$ cat config.mk
export PLATFORM = sky130hd
export DESIGN_NAME = multi_pwm_generator
export DESIGN_NICKNAME = d
export VERILOG_FILES = /design/src/rtl/multi_pwm_generator.sv
export SDC_FILE = /design/constraint.sdc
export NUM_CORES = 1
export LEC_CHECK = 0
export BUFFER_PORTS_ARGS = -buffer_cell sky130_fd_sc_hd__buf_2
export CAP_MARGIN = 15
export CORE_ASPECT_RATIO = 0.7
export CORE_MARGIN = 2
export CORE_UTILIZATION = 50
export DETAILED_ROUTE_END_ITERATION = 12
export PLACE_DENSITY_LB_ADDON = 0.2
export SYNTH_ARGS = -nofsm -noshare
export SYNTH_HDL_FRONTEND = slang
export SYNTH_SLANG_ARGS = --single-unit
$ cat constraint.sdc
create_clock -name clk_3125KHz -period 4 [get_ports clk_3125KHz]
set_input_delay 0.6 -clock clk_3125KHz [delete_from_list [all_inputs] [get_ports clk_3125KHz]]
set_output_delay 0.6 -clock clk_3125KHz [all_outputs]
set_load 0.02 [all_outputs]
$ cat src/rtl/multi_pwm_generator.sv
// multi_pwm_generator
//
// Multi-channel PWM generator. A prescaler produces a tick every PRESCALE
// enabled clocks and a free-running divided clock. A shared period counter,
// edge-aligned or center-aligned, drives CHANNELS duty comparators whose
// registered outputs can be individually inverted. Period, duty and mode are
// double-buffered (shadow -> active) and only switch at a period boundary.
//
// Ports
//   clk_3125KHz   system clock, rising edge
//   reset         asynchronous, active-high; clears all state
//   enable        1 = run, 0 = hold idle (outputs at inactive level)
//   load          one-cycle strobe; captures period/duty_cycle/center
//   period        counter top value P
//   duty_cycle    channel i duty at bits [i*CNT_WIDTH +: CNT_WIDTH]
//   center        0 = edge-aligned, 1 = center-aligned
//   polarity      per-channel output inversion (live)
//   clk_div       divided clock, toggles on every tick
//   period_start  one-clock pulse after each boundary tick
//   pwm_signal    PWM outputs
module multi_pwm_generator #(
  parameter int CHANNELS  = 4,
  parameter int CNT_WIDTH = 8,
  parameter int PRESCALE  = 8
) (
  input  logic                          clk_3125KHz,
  input  logic                          reset,
  input  logic                          enable,
  input  logic                          load,
  input  logic [CNT_WIDTH-1:0]          period,
  input  logic [CHANNELS*CNT_WIDTH-1:0] duty_cycle,
  input  logic                          center,
  input  logic [CHANNELS-1:0]           polarity,
  output logic                          clk_div,
  output logic                          period_start,
  output logic [CHANNELS-1:0]           pwm_signal
);

  localparam int PRE_W = (PRESCALE > 1) ? $clog2(PRESCALE) : 1;
  localparam logic [PRE_W-1:0] PRE_LAST = PRE_W'(PRESCALE - 1);
  localparam logic [CNT_WIDTH-1:0] CNT_ONE = CNT_WIDTH'(1);

  typedef enum logic {UP = 1'b0, DOWN = 1'b1} dir_t;

  logic [PRE_W-1:0]              pre_cnt;
  logic [CNT_WIDTH-1:0]          cnt;
  dir_t                          dir;

  logic [CNT_WIDTH-1:0]          shadow_period;
  logic [CHANNELS*CNT_WIDTH-1:0] shadow_duty;
  logic                          shadow_center;
  logic [CNT_WIDTH-1:0]          act_period;
  logic [CHANNELS*CNT_WIDTH-1:0] act_duty;
  logic                          act_center;
  logic                          pending;

  logic                          tick;
  logic                          boundary;
  logic                          apply;
  logic [CNT_WIDTH-1:0]          cnt_next;
  dir_t                          dir_next;
  logic [CHANNELS-1:0]           raw;

  assign tick = enable && (pre_cnt == PRE_LAST);

  // Shadow moves to active at a boundary tick, or at once while idle so a
  // load made before enabling is in force from the first period.
  assign apply = pending && (!enable || (tick && boundary));

  // Counter next-state, evaluated for the current tick.
  always_comb begin
    cnt_next = cnt;
    dir_next = dir;
    boundary = 1'b0;
    if (act_period == '0) begin
      cnt_next = '0;
      dir_next = UP;
      boundary = 1'b1;
    end else if (!act_center) begin
      dir_next = UP;
      if (cnt >= act_period) begin
        cnt_next = '0;
        boundary = 1'b1;
      end else begin
        cnt_next = cnt + CNT_ONE;
      end
    end else if (dir == UP) begin
      if (cnt >= act_period) begin
        if (act_period == CNT_ONE) begin
          // P=1: 0,1,0,1 ... with the boundary on the 1 -> 0 step
          cnt_next = '0;
          boundary = 1'b1;
        end else begin
          cnt_next = act_period - CNT_ONE;
          dir_next = DOWN;
        end
      end else begin
        cnt_next = cnt + CNT_ONE;
      end
    end else begin
      if (cnt <= CNT_ONE) begin
        cnt_next = '0;
        dir_next = UP;
        boundary = 1'b1;
      end else begin
        cnt_next = cnt - CNT_ONE;
      end
    end
  end

  always_comb begin
    raw = '0;
    for (int i = 0; i < CHANNELS; i++) begin
      raw[i] = cnt < act_duty[i*CNT_WIDTH +: CNT_WIDTH];
    end
  end

  always_ff @(posedge clk_3125KHz or posedge reset) begin
    if (reset) begin
      pre_cnt       <= '0;
      cnt           <= '0;
      dir           <= UP;
      shadow_period <= '1;
      shadow_duty   <= '0;
      shadow_center <= 1'b0;
      act_period    <= '1;
      act_duty      <= '0;
      act_center    <= 1'b0;
      pending       <= 1'b0;
      clk_div       <= 1'b0;
      period_start  <= 1'b0;
      pwm_signal    <= '0;
    end else begin
      // A load coinciding with an apply keeps pending set: the old shadow is
      // applied now and the new one waits for the next boundary.
      if (load) begin
        shadow_period <= period;
        shadow_duty   <= duty_cycle;
        shadow_center <= center;
      end
      pending <= load || (pending && !apply);
      if (apply) begin
        act_period <= shadow_period;
        act_duty   <= shadow_duty;
        act_center <= shadow_center;
      end

      if (!enable) begin
        pre_cnt      <= '0;
        cnt          <= '0;
        dir          <= UP;
        period_start <= 1'b0;
        pwm_signal   <= polarity;
      end else begin
        pre_cnt      <= tick ? '0 : pre_cnt + PRE_W'(1);
        period_start <= tick && boundary;
        pwm_signal   <= raw ^ polarity;
        if (tick) begin
          // A boundary always yields cnt=0, dir=UP, matching the restart
          // required when new active values are applied.
          cnt     <= cnt_next;
          dir     <= dir_next;
          clk_div <= !clk_div;
        end
      end
    end
  end

endmodule

==> results_dict.tcl <==
set metrics [dict create \
    status "completed" \
    drc 0 \
    tightest_slew_ns 0.948 \
    synth_ff_type "dfrtp_1" \
    crit_chain "inv_1 -> ha_1 -> and2_1 -> o2111ai_1 -> o21ai_1 -> a21oi_1 -> nor2_4 -> buf_12 -> mux2_2" \
    cts_root_buf "clkbuf_16" \
    power_density_mw_per_mm2 451 \
    arrival_ns 3.50 \
    power_frac_seq_pct 48.9 \
    die_w_um 127 \
    gp_congestion 0.968 \
    fin_skew_ns 0.00987 \
    async_flop_share_pct 100 \
    clock_path_buffers 2 \
    path_max_fanout 25 \
    crit_buf_inv 2 \
    synth_top_area_cell "dfrtp_1" \
    clk_latency_ns 0.35 \
    wirelength_mm 10.7 \
    gr-total-overflow 0 \
    pin_count 55 \
    p_clk_share_pct 31.7 \
    wl_per_cell_um 16.7 \
    p_comb_share_pct 19.4 \
    switching_share_pct 27.5 \
    cts_tree "built" \
    fmax_mhz 307 \
    die_area_mm2 0.0115 \
    ys_ff_latch 101 \
    port_buffers 54 \
    final.setup.tns_ns 0 \
    fin_area_mm2 0.00605 \
    grt_usage_pct 19.9 \
    endpoint_kind "register" \
    first_global_vias 3564 \
    synth_nets 538 \
    synth-edff-count 0 \
    instances_no_fill 638 \
    num-nets-final 594 \
    p_sw_mw 0.751 \
    core_area_mm2 0.0104 \
    dp.cells 622 \
    die_y_um 90.4 \
    syn_to_final_growth_pct 13.5 \
    period_share_pct 81.5 \
    antenna_found_initial 0 \
    dr.pass1.iters 4 \
    antenna_cells 0 \
    slowest_delay_ns 0.56 \
    setup_viol 0 \
    synth_cells 446 \
    grt_start_max_net_pins 89 \
    drt_iter0_markers 212 \
    hold_class "in2async" \
    viasPerCell 5.51 \
    cts_num_sinks 101 \
    crit_type "reg2reg" \
    critical_path_required_ns 4.24 \
    placed_area_mm2 0.00573 \
    vdd_drop_max_uv 296 \
    ys_types 52 \
    timing_max_transition_violations_final 0 \
    maxSlewHeadroom_pct 36.8 \
    grt_pass1_wl_mm 18.0 \
    nFillCells 855 \
    drive_gt1_share_pct 34.8 \
    cts_resized 0 \
    synth_area_leaders "dfrtp_1 40%, mux2_2 17%, ha_1 10%" \
    cp_top_family "compound AO/OA/AOI/OAI gates" \
    cpMaxStageDelayCell "dfstp_2" \
    ys_warn_count 0 \
    drv_cap 0 \
    dpl.hpwl_mm 7.61 \
    internal_power_mw 1.98 \
    seq_area_frac_synth_pct 47.8 \
    cts_htree_levels 3 \
    cts_made_buffers 9 \
    num_rows 31 \
    hold_viol 0 \
    crit_path_start_kind "register" \
    syn_avg_cell_area_um2 12.0 \
    cts_hold_buf 0 \
    initial_core_util_pct 51.5 \
    num_vias 3514 \
    syn-cell-area_mm2 0.00533 \
    synth_top_area_share_pct 39.9 \
    rsz0062_at_grt "no" \
    detail-route-antenna-nets 0 \
    clkSlewWorstSetupHoldPaths_ns 0.07 \
    p_leak_nw 2.90 \
    post_cts_buffers 0 \
    finalWorstPathRequiredPeriod_ns 3.26 \
]
==> flip-flops by register name, indices dropped and copies added (netlist names) <==
register       flops
act_duty          32
shadow_duty       32
act_period         8
cnt                8
shadow_period      8
pwm_signal         4
pre_cnt            3
act_center         1
clk_div            1
dir                1
pending            1
period_start       1
shadow_center      1
==> Yosys cell counts (3+ instances only) <==
cell type  count
and2_1         4
mux2_1         3
a211oi_1       5
xor2_1         8
o21a_1         5
nor2_1         4
a31oi_1        3
nand2b_1      12
nor3_1         4
dfstp_2       16
nand2_1       17
ha_1          43
a21o_1        11
buf_6          4
mux2_2        80
inv_1         40
nand3_1       10
clkbuf_1      10
nand4_1        5
and3_1         3
xnor2_1        9
a21oi_1       16
nor4_1         3
dfrtp_1       85
o21ai_0       10
o311ai_0       4
==> kinds of logic after synthesis <==
group	Yosys count	synth area share, %
flops	101	47.8
mux	85	17.9
simple gates	73	7.58
compound gates	72	9.37
buf+inv	55	4.46
fa+ha+maj	43	10.1
xor+xnor	17	2.79
==> power by group through the flow <==
stage / logic [mW] / registers (mW) / clock network (mW)
finish: 0.530 / 1.33 / 0.865
global route: 0.601 / 1.36 / 0.930
CTS: 0.534 / 1.33 / 0.881
detailed placement: 0.529 / 1.35 / 0
global placement: 0.507 / 1.34 / 0
floorplan: 0.407 / 1.32 / 0
==> final cells by class <==
cell class,instances,area (um2),share of cell area [%]
Tap cell,132,165,2.73
Inverter,40,153,2.52
Sequential cell,101,2550,42.1
Clock inverter,5,60.1,0.993
Clock buffer,10,229,3.79
Multi-Input combinational cell,290,2540,42.1
Timing Repair Buffer,60,348,5.75
==> metrics by stage <==
stage	power (mW)	utilization, %	setup slack (ns)	hold slack (ns)
floorplan	1.72	-	0.779	0.410
global placement	1.85	55.3	0.942	0.422
detailed placement	1.88	55.3	0.779	0.432
CTS	2.75	58.1	0.801	0.417
global route	2.89	58.4	0.483	0.324
finish	2.73	58.4	0.739	0.282
==> worst paths after layout <==
check / from / endpoint / slack [ns] / cells after the start
max in group asynchronous: reset / act_period[7] / 3.05 / 3
setup / recovery: act_period[7] / act_duty[14] / 0.74 / 9
min in group clk_3125KHz: polarity[1] / pwm_signal[1] / 0.42 / 2
hold / removal: reset / act_duty[15] / 0.28 / 2
setup reg to reg: act_period[7] / act_duty[14] / 0.74 / 9
hold reg to reg: pre_cnt[0] / pre_cnt[0] / 0.44 / 1
==> routing by layer <==
layer / global-route usage [%] / part of all wire, % / routed length [um] / up-vias
met5: 0 / 0 / 0 / -
met4: 5.68 / 1.1 / 118 / 0
met3: 5.21 / 4.8 / 515 / 13
met2: 29.6 / 44 / 4680 / 84
met1: 28.8 / 50 / 5360 / 1706
li1: - / - / - / 1711
==> placed cells by master, fill, tap and decap left out, drive strengths merged, types with 2 or more instances in the layout <==
master,instances
a211o,2
a211oi,5
a21o,11
a21oi,16
a22o,2
a31oi,3
and2,4
and3,3
buf,60
clkbuf,10
clkinv,2
dfrtp,85
dfstp,16
ha,43
inv,41
mux2,83
mux2i,2
nand2,17
nand2b,12
nand3,10
nand3b,2
nand4,5
nor2,5
nor2b,2
nor3,4
nor4,3
o211ai,2
o21a,5
o21ai,11
o311ai,4
o41ai,2
or4,2
xnor2,9
xor2,8
(Power assumes the default switching activity.)
